==> config.mk <==
export PLATFORM = sky130hd
export DESIGN_NAME = mem_port_arbiter
export DESIGN_NICKNAME = d
export VERILOG_FILES = /design/src/rtl/mem_port_arbiter.sv
export SDC_FILE = /design/constraint.sdc
export NUM_CORES = 1
export LEC_CHECK = 0
export ABC_AREA = 1
export BUFFER_PORTS_ARGS = -buffer_cell sky130_fd_sc_hd__buf_2
export CAP_MARGIN = 20
export CORE_ASPECT_RATIO = 1.2
export CORE_MARGIN = 2
export CORE_UTILIZATION = 35
export CTS_BUF_LIST = sky130_fd_sc_hd__clkbuf_8
export CTS_CLUSTER_DIAMETER = 150
export DETAILED_ROUTE_END_ITERATION = 16
export PLACE_DENSITY = 0.68
export SLEW_MARGIN = 30
export SYNTH_ARGS = -nofsm -noshare
export SYNTH_HDL_FRONTEND = slang
export SYNTH_SLANG_ARGS = --single-unit
==> constraint.sdc <==
create_clock -name i_clk -period 4.2 [get_ports i_clk]
set_input_delay 0.21 -clock i_clk [delete_from_list [all_inputs] [get_ports i_clk]]
set_output_delay 0.21 -clock i_clk [all_outputs]
set_load 0.03 [all_outputs]
==> src/rtl/mem_port_arbiter.sv <==
// mem_port_arbiter: shares the single memory port between instruction fetch
// (IF) and the load/store unit (LS). One transaction in flight at a time:
// accept into capture registers, issue to memory, route the response to the
// owner. o_gnt_sel is the registered owner (0 = IF, 1 = LS) and steers the
// external address/write-data/response muxes.
module mem_port_arbiter #(
    parameter int unsigned XLEN         = 32,
    parameter int unsigned STARVE_LIMIT = 4
) (
    input  logic                i_clk,
    input  logic                i_rst_n,

    // Instruction-fetch requester (read only)
    input  logic                i_if_req_valid,
    input  logic [XLEN-1:0]     i_if_req_addr,
    output logic                o_if_req_ready,
    output logic                o_if_resp_valid,

    // Load/store requester
    input  logic                i_ls_req_valid,
    input  logic [XLEN-1:0]     i_ls_req_addr,
    input  logic                i_ls_req_we,
    input  logic [XLEN-1:0]     i_ls_req_wdata,
    input  logic [XLEN/8-1:0]   i_ls_req_wstrb,
    output logic                o_ls_req_ready,
    output logic                o_ls_resp_valid,

    // Shared response data
    output logic [XLEN-1:0]     o_resp_rdata,

    // Memory side
    output logic                o_mem_valid,
    output logic [XLEN-1:0]     o_mem_addr,
    output logic                o_mem_we,
    output logic [XLEN-1:0]     o_mem_wdata,
    output logic [XLEN/8-1:0]   o_mem_wstrb,
    input  logic                i_mem_ready,
    input  logic                i_mem_rvalid,
    input  logic [XLEN-1:0]     i_mem_rdata,

    // Status
    output logic                o_gnt_sel,
    output logic                o_busy
);

    localparam int unsigned    StrbW     = XLEN / 8;
    localparam logic [3:0]     StarveLim = 4'(STARVE_LIMIT);
    localparam logic [3:0]     StarveSat = 4'hF;

    typedef enum logic [1:0] {
        StIdle  = 2'd0,
        StIssue = 2'd1,
        StWait  = 2'd2
    } state_e;

    state_e             r_state;
    state_e             w_state_next;

    logic [3:0]         r_starve_cnt;
    logic               r_gnt_sel;
    logic [XLEN-1:0]    r_addr;
    logic               r_we;
    logic [XLEN-1:0]    r_wdata;
    logic [StrbW-1:0]   r_wstrb;

    logic               w_idle_live;
    logic               w_if_wins;
    logic               w_accept;
    logic [XLEN-1:0]    w_cap_addr;
    logic               w_cap_we;
    logic [XLEN-1:0]    w_cap_wdata;
    logic [StrbW-1:0]   w_cap_wstrb;

    // Arbitration: LS by default, IF when alone or when LS has starved it.
    always_comb begin
        w_idle_live = (r_state == StIdle) && i_rst_n;
        w_if_wins   = i_if_req_valid &&
                      (!i_ls_req_valid || (r_starve_cnt == StarveLim));
        w_accept    = w_idle_live && (i_if_req_valid || i_ls_req_valid);
    end

    // Capture mux: an IF winner is always a read with no strobes.
    always_comb begin
        w_cap_addr  = i_ls_req_addr;
        w_cap_we    = i_ls_req_we;
        w_cap_wdata = i_ls_req_wdata;
        w_cap_wstrb = i_ls_req_wstrb;
        if (w_if_wins) begin
            w_cap_addr  = i_if_req_addr;
            w_cap_we    = 1'b0;
            w_cap_wdata = '0;
            w_cap_wstrb = '0;
        end
    end

    // Next-state logic and requester/memory handshake outputs.
    always_comb begin
        w_state_next    = r_state;
        o_if_req_ready  = 1'b0;
        o_ls_req_ready  = 1'b0;
        o_if_resp_valid = 1'b0;
        o_ls_resp_valid = 1'b0;
        o_mem_valid     = 1'b0;
        case (r_state)
            StIdle: begin
                // Ready is gated by reset so nothing is accepted while held.
                o_if_req_ready = w_idle_live && w_if_wins;
                o_ls_req_ready = w_idle_live && i_ls_req_valid && !w_if_wins;
                if (w_accept) begin
                    w_state_next = StIssue;
                end
            end
            StIssue: begin
                // Any rvalid here is spurious and deliberately ignored.
                o_mem_valid = 1'b1;
                if (i_mem_ready) begin
                    w_state_next = StWait;
                end
            end
            StWait: begin
                if (i_mem_rvalid) begin
                    o_if_resp_valid = !r_gnt_sel;
                    o_ls_resp_valid = r_gnt_sel;
                    w_state_next    = StIdle;
                end
            end
            default: begin
                w_state_next = StIdle;
            end
        endcase
    end

    // State register.
    always_ff @(posedge i_clk or negedge i_rst_n) begin
        if (!i_rst_n) begin
            r_state <= StIdle;
        end else begin
            r_state <= w_state_next;
        end
    end

    // Starvation counter: counts contested LS wins, cleared by any IF grant.
    always_ff @(posedge i_clk or negedge i_rst_n) begin
        if (!i_rst_n) begin
            r_starve_cnt <= 4'd0;
        end else if (w_accept) begin
            if (w_if_wins) begin
                r_starve_cnt <= 4'd0;
            end else if (i_if_req_valid && (r_starve_cnt != StarveSat)) begin
                r_starve_cnt <= r_starve_cnt + 4'd1;
            end
        end
    end

    // Capture registers and owner, loaded only on an accept.
    always_ff @(posedge i_clk or negedge i_rst_n) begin
        if (!i_rst_n) begin
            r_gnt_sel <= 1'b0;
            r_addr    <= '0;
            r_we      <= 1'b0;
            r_wdata   <= '0;
            r_wstrb   <= '0;
        end else if (w_accept) begin
            r_gnt_sel <= !w_if_wins;
            r_addr    <= w_cap_addr;
            r_we      <= w_cap_we;
            r_wdata   <= w_cap_wdata;
            r_wstrb   <= w_cap_wstrb;
        end
    end

    // Registered fields drive memory directly so they stay stable in ISSUE.
    always_comb begin
        o_mem_addr   = r_addr;
        o_mem_we     = r_we;
        o_mem_wdata  = r_wdata;
        o_mem_wstrb  = r_wstrb;
        o_gnt_sel    = r_gnt_sel;
        o_busy       = (r_state != StIdle);
        o_resp_rdata = i_mem_rdata;
    end

endmodule

# Word-level counts from Yosys, hierarchy flattened
# Index checks and enable logic that the tools add are counted.
[totals]
regBits = 76
latch_bits = 0
mem_bits_rw = 0
rom_bits = 0
inputBits = 139
output_inout_bits = 108
elab_cells = 49
memories = 0
[classes]
n_addsub = 1
multipliers = 0
div = 0
order_cmp = 0
n_eq_ne = 7
shift = 0
mux = 17
bitwise_logic = 0
reduce_logical = 17
[op_table]
columns = ["cell", "count"]
rows = [
  ["$mux W32", 2],
  ["$mux W4", 3],
  ["$mux W1", 8],
  ["$logic_and A1 B1 Y1", 7],
  ["$mux W2", 3],
  ["$ne A2 B2 Y1 const B", 3],
  ["$pmux W2 S3", 1],
  ["$add A4 B1 Y4 const B", 1],
  ["$eq A4 B3 Y1 const B", 1],
  ["$ne A4 B4 Y1 const B", 1],
  ["$reduce_bool A2 Y1", 2],
  ["$logic_not A1 Y1", 3],
  ["$reduce_and A3 Y1", 1],
  ["$eq A2 B1 Y1 const B", 1],
  ["$eq A2 B2 Y1 const B", 1],
  ["$logic_not A2 Y1", 1],
  ["$logic_or A1 B1 Y1", 2],
  ["$reduce_and A2 Y1", 1],
]

# Longest topological paths before layout
# Gate-level depths: netlist (run 1).
[logic_depth]
word_depth = 6
depth_mapped = 11

# Worst setup path after synthesis (run 1)
# OpenSTA, ideal clock, no wires.
[synth_path]
path_kind = "register -> output"
start = "register r_starve_cnt[0]"
end = "output o_if_req_ready"
arrival_time_ps = 1597
slack_ps = 2393
path_stages_with_launch = 9
path_buffers = 2
path_cell_list = "dfrtp_1 -> inv_1 -> ha_1 -> nand3_1 -> nand2_2 -> nand2_1 -> buf_4 -> buf_2 -> nor2_1"
[synth_via]
elab_chain_cells = 5
[synth_lines]
columns = ["item", "line", "source"]
rows = [
  ["from (decl)", "59", "logic [3:0] r_starve_cnt;"],
  ["from (signal assigned)", "150", "r_starve_cnt <= r_starve_cnt + 4'd1;"],
  ["$eq A4 B3 Y1", "78", "(!i_ls_req_valid || (r_starve_cnt == StarveLim));"],
  ["$logic_or A1 B1 Y1", "78", ""],
  ["$logic_and A1 B1 Y1", "77", "w_if_wins = i_if_req_valid &&"],
  ["$logic_and A1 B1 Y1", "107", "o_if_req_ready = w_idle_live && w_if_wins;"],
  ["$mux W1", "104", "case (r_state)"],
  ["to (decl)", "16", "output logic o_if_req_ready,"],
]
# Every way passes these cells.

# Worst setup path in the final report (run 1)
[layout_path]
start = "register r_state[1]"
end = "output o_ls_req_ready"
[layout_via]
elab_chain_cells = 5
[layout_lines]
columns = ["item", "line", "source"]
rows = [
  ["from (decl)", "56", "state_e r_state;"],
  ["from (signal assigned)", "136", "r_state <= StIdle;"],
  ["from (signal assigned)", "138", "r_state <= w_state_next;"],
  ["$logic_not A2 Y1 *", "76, 104", ""],
  ["$logic_and A1 B1 Y1", "76", "w_idle_live = (r_state == StIdle) && i_rst_n;"],
  ["$logic_and A1 B1 Y1 (2 in series)", "108", "o_ls_req_ready = w_idle_live && i_ls_req_valid && !w_if_wins;"],
  ["$mux W1 *", "104", ""],
  ["to (decl)", "25", "output logic o_ls_req_ready,"],
]
# Mark *: on every way between the ends. The rest lies on a longest branch, timed or not.

==> reports/results.ini, run 1 <==
[status]
outcome = finished clean

[detailed_routing]
wl_microns = 9930
drtIter0Drc = 114
wl_met2_microns = 4940
ant_nets = 0
dr.max_layer_used = met4
via_count = 3686
wl_per_cell_microns = 12.5
drcViolationCount = 0
dr.pass1.iters = 4
met3_length_microns = 648
wl_met1_microns = 4040
viasPerCell = 4.63

[timing]
max_slew_margin_pct = 44.0
period_share_pct = 68.6
worst_slew_pin_slew_ns = 0.837
max_freq_ghz = 0.347
final.setup_skew_ns = 0.0112
final.setup.tns_ns = 0
fin_crit_ns = 2.88
finalHoldViolations = 0
final_max_slew_viol_count = 0
layout_setup_ws_ns = 1.32
setup_violations = 0
rsz0062_at_grt = false

[power]
seq_power_share_pct = 35.7
power.internal_mw = 1.85
combPwrFrac_pct = 47.0
p_clk_share_pct = 17.3
power_density_mw_per_mm2 = 726
power.net_switching_mw = 1.67
p_leak_nw = 3.07
switching_share_pct = 47.3
irDropWorstVdd_uv = 251

[setup_path]
worstReg2RegStart = r_state[1]
rr_worst_depth = 7
crit_fanout = 38
worstSetupStartpoint = r_state[1]
critPathMaxStageDelay_ns = 0.64
crit_chain = nor2_2 -> nand2_2 -> nor2_4 -> nand2_2 -> inv_2 -> buf_2
crit_type = reg2out
slowest_stage = nor2_4
cpMostUsedCell = nand2_2
reg2reg_setup_slack_ns = 1.87
critPathLaunchType = register
required_ns = 3.99
worst_ep_arrival_time_ns = 2.67
end_kind = primary output
r2r_end = o_mem_wdata[5]

[job]
maxCapViolations = 0

[yosys]
synth_edf_count = 0
async_reset_ff_share_pct = 100
synth_adder_area_share_pct = 0.643
avgSynthCellArea_sq_um = 7.50
synth.distinct_cells = 19
synthXorXnorAreaFrac_pct = 0.225
yosys_warnings = 0
synth_seq_area_share_pct = 48.8
synth_top_family_by_area = simple AND/OR/NAND/NOR gates
synthCells = 519
synth_fp_nets = 660
synthMuxAreaShare_pct = 0
synth_area_sq_mm = 0.00389
ys_ff_latch = 76
synth-compound-area-share_pct = 0.450
ys.flop_type = dfrtp_1
yosys.area_share.simple_pct = 32.9

[placed_design]
place.gp.congestion = 0.799
io_buffer_count = 182
dp_hpwl_microns = 7080
placed_cell_area_sq_mm = 0.00463
post-place-ws_ns = 1.53
dp.cells = 780

[clock_network]
cts_made_buffers = 9
path_clk_slew_ns = 0.09
cts_resized = 0
cts-hold-fix-buffers = 0
cts_root_buffer = clkbuf_8
cts_tree = done
insertion_delay_ns = 0.35
clockBufferDepth = 2
post_cts_buffers = 0
h-tree-depth = 3
cts.sinks = 76

[die]
io_pins = 247
initial_core_util_pct = 35.6
placementRows = 42
die_height_microns = 120
core-area_sq_mm = 0.0109
die_w_microns = 100
dieArea_sq_mm = 0.0120

[global_route]
antenna_found_initial = 0
grt_usage_pct = 16.6
grt_pass1_wl_microns = 16000
grt_pass1_vias = 3544
grt_max_degree = 78
gr-total-overflow = 0

[hold_path]
hp-class = in2async

[cells_and_area]
syn_to_final_growth_pct = 24.6
final_cell_area_sq_mm = 0.00485
final_nets = 800
fin_cells = 796
n_antenna_cell = 0
post_route_cells_drive_above_1_share_pct = 32.8
fill_cells = 1136
final_core_util_pct = 44.4

cell type report:
type / instances / area, sq um / share of cell area [%]
sequential: 76 / 1900 / 39.2
clock inverter: 7 / 92.6 / 1.91
timing repair buffer: 186 / 947 / 19.5
tap: 132 / 165 / 3.41
inverter: 76 / 288 / 5.93
clock buffer: 9 / 124 / 2.55
multi-input combinational: 310 / 1330 / 27.5
synth_stat cells (3+ instances only):
library cell	number	area share (%)
nand2_1	210	20
dfrtp_1	76	49
inv_1	74	7.1
nand3_1	71	9.1
buf_4	33	6.4
nand2_2	13	2.1
buf_2	12	1.5
clkbuf_1	9	0.87
nor2_1	4	0.39
buf_6	3	0.87
power groups by stage:
stage / clock network (mW) / registers [mW] / logic, mW
finish: 0.610 / 1.25 / 1.65
global route: 0.665 / 1.30 / 1.81
CTS: 0.635 / 1.26 / 1.68
detailed placement: 0 / 1.26 / 1.68
global placement: 0 / 1.25 / 1.65
floorplan: 0 / 1.86 / 0.603
critical path, delay by kind of cell, from the launching register on:
family        cells  cell delay (ns)
flops             1             0.42
buf+inv           2             0.85
simple gates      4             1.03
cell families (layout without fill, tap and decap cells):
group	Yosys count	count (layout)
fa+ha+maj	2	2
flops	76	76
compound gates	3	3
xor+xnor	1	1
simple gates	304	304
buf+inv	133	278
worst max path at each step:
stage	cells after the start	end	slack, ns
6_report	6	o_ls_req_ready	1.32
5_1_grt	6	o_ls_req_ready	1.07
4_1_cts	6	o_ls_req_ready	1.22
3_5_place_dp	7	o_ls_req_ready	1.53
3_3_place_gp	7	o_ls_req_ready	1.62
2_1_floorplan	8	o_if_req_ready	2.39
metrics by stage:
stage	hold WS (ns)	power [mW]
3_3_place_gp	0.405	2.90
5_1_grt	0.0236	3.77
4_1_cts	0.0233	3.57
2_1_floorplan	-0.0856	2.46
6_report	0.00544	3.52
3_5_place_dp	0.413	2.94
flip-flops by register name, indices dropped and copies added (netlist names):
signal	count
r_starve_cnt	4
o_mem_addr	32
o_gnt_sel	1
o_mem_wdata	32
r_state	2
o_mem_we	1
o_mem_wstrb	4
placed cells by master (no fill, tap or decap), types with 4 or more instances in the layout:
cell,instances
buf_4,4
inv_1,75
dfrtp_1,76
buf_2,181
nand2_1,210
nor2_1,4
clkbuf_8,9
nand3_1,71
nand2_2,13
routing by layer:
| layer | up-vias | GRT usage [%] |
|---|---|---|
| met5 | - | 0 |
| met4 | 0 | 7.53 |
| met3 | 30 | 4.48 |
| met2 | 131 | 29.1 |
| met1 | 1729 | 18.6 |
| li1 | 1796 | - |
No activity file was read; power rests on OpenSTA's default activity.
==> inputs of run 2 (changes only) <==
--- a/config.mk
+++ b/config.mk
@@ -14,7 +14,7 @@
 export CTS_BUF_LIST = sky130_fd_sc_hd__clkbuf_8
 export CTS_CLUSTER_DIAMETER = 150
 export DETAILED_ROUTE_END_ITERATION = 16
-export PLACE_DENSITY = 0.68
+export PLACE_DENSITY = 0.71
 export SLEW_MARGIN = 30
 export SYNTH_ARGS = -nofsm -noshare
 export SYNTH_HDL_FRONTEND = slang
==> constraint.sdc (replaced) <==
create_clock -name i_clk -period 2.6 [get_ports i_clk]
set_input_delay 0.13 -clock i_clk [delete_from_list [all_inputs] [get_ports i_clk]]
set_output_delay 0.13 -clock i_clk [all_outputs]
set_load 0.03 [all_outputs]
==> reports/results.ini, run 2 (synthesis results as in run 1) <==
[timing]
final_max_slew_viol_count = 0
fin_crit_ns = 2.14
final.setup_skew_ns = 0.0124
worst_slew_pin_slew_ns = 0.686
final.setup.tns_ns = 0
rsz0062_at_grt = false
setup_violations = 0
hold_ws_ns = -0.0504
max_slew_margin_pct = 54.3
period_share_pct = 82.3
max_freq_ghz = 0.468
layout_setup_ws_ns = 0.461
finalHoldViolations = 76

[detailed_routing]
wl_microns = 10900
via_count = 3779
drtIter0Drc = 148
wl_per_cell_microns = 12.9
viasPerCell = 4.50
ant_nets = 0
dr.pass1.iters = 4
drcViolationCount = 0

[setup_path]
slowest_stage = dfrtp_1
cpMostUsedCell = nand2_2
crit_chain = inv_1 -> ha_1 -> nand3_1 -> nand2_2 -> nand2_1 -> nand2_2 -> inv_2 -> buf_2
worstSetupStartpoint = r_starve_cnt[0]
critPathMaxStageDelay_ns = 0.41
worst_ep_arrival_time_ns = 2.01
required_ns = 2.47
worstReg2RegStart = r_starve_cnt[0]
rr_worst_depth = 10
crit_fanout = 29
crit_type = reg2out
end_kind = primary output
critPathLaunchType = register

[status]
outcome = finished, violations left
violations = negative hold slack

[clock_network]
path_clk_slew_ns = 0.08
h-tree-depth = 3
cts_resized = 0
cts_root_buffer = clkbuf_8
insertion_delay_ns = 0.34
cts.sinks = 76
cts_tree = done
cts_made_buffers = 9
clockBufferDepth = 2

[power]
p_leak_nw = 3.28
irDropWorstVdd_uv = 434
power_density_mw_per_mm2 = 1130

[global_route]
grt_util_met2_pct = 30.9
grt_pass1_vias = 3623
gr-total-overflow = 0
antenna_found_initial = 0
grt_use_met1_pct = 20.6
grt_pass1_wl_microns = 17000
top_usage_layer = met2
grt_usage_pct = 18.0
grtUsageMet3_pct = 4.72
grt_max_degree = 77

[placed_design]
dp_hpwl_microns = 7390
place.gp.congestion = 0.840
dp.cells = 784
post-place-ws_ns = 0.779
io_buffer_count = 182

[cells_and_area]
post_route_cells_drive_above_1_share_pct = 31.3
syn_to_final_growth_pct = 36.5
final_core_util_pct = 48.6
final_nets = 843
n_antenna_cell = 0
fin_cells = 839
final_common_cell = nand2_1
mostFrequentLayoutCells = 210 x nand2_1, 181 x buf_2, 76 x inv_1, 76 x dfrtp_1, 71 x nand3_1

[job]
maxCapViolations = 0

[die]
placementRows = 42
io_pins = 247
die_height_microns = 120
initial_core_util_pct = 35.6
dieArea_sq_mm = 0.0120
die_w_microns = 100
core-area_sq_mm = 0.0109

[hold_path]
hp-class = in2async

-- run 2: critical path: cells and delay by family (launching register included) --
family / cells / cell delay (ns)
AND/OR/NAND/NOR: 4 / 0.29
buffers and inverters: 3 / 0.76
adder cells (fa/ha/maj): 1 / 0.19
flip-flops: 1 / 0.41
-- run 2: per-stage QoR --
| step | power [mW] | area (sq um) |
|---|---|---|
| floorplan | 3.98 | 3890 |
| global placement | 4.75 | 4660 |
| detailed placement | 4.80 | 4660 |
| CTS | 6.06 | 5310 |
| global route | 6.35 | 5320 |
| finish | 5.99 | 5320 |
-- run 2: area by class of cell --
class,count,area (sq um)
fillers,1092,5610
flip-flops and latches,76,1900
repair buffers,229,1370
multi-input cells,310,1330
inverters,76,285
well taps,132,165
clock buffers,10,138
clock inverters,6,128
-- run 2: timing repair --
item                                   CTS  global route
endpoints found under the hold margin   39             0
setup buffers                            0             0
hold buffers                            39             0
-- run 2: report_power, final --
group / switching (mW) / leakage [nW] / internal, mW
combinational: 1.97 / 2.19 / 0.800
sequential: 0.317 / 0.953 / 1.71
clock: 0.432 / 0.139 / 0.755
total: 2.72 / 3.28 / 3.27
-- run 2: final timing paths --
kind,endpoint,slack [ns]
setup / recovery,o_ls_req_ready,0.46
hold / removal,o_mem_wdata[15],-0.05
setup reg to reg,o_mem_wstrb[0],0.80
hold reg to reg,o_mem_addr[10],0.48
max in group asynchronous,o_mem_addr[20],2.18
min in group i_clk,o_mem_addr[26],0.07
-- run 2: layer usage --
metal  vias to the layer above  wire length [microns]
met1                      1724                   4410
li1                       1881                      -
met2                       135                   5370
met5                         -                      0
met3                        39                    684
met4                         0                    386
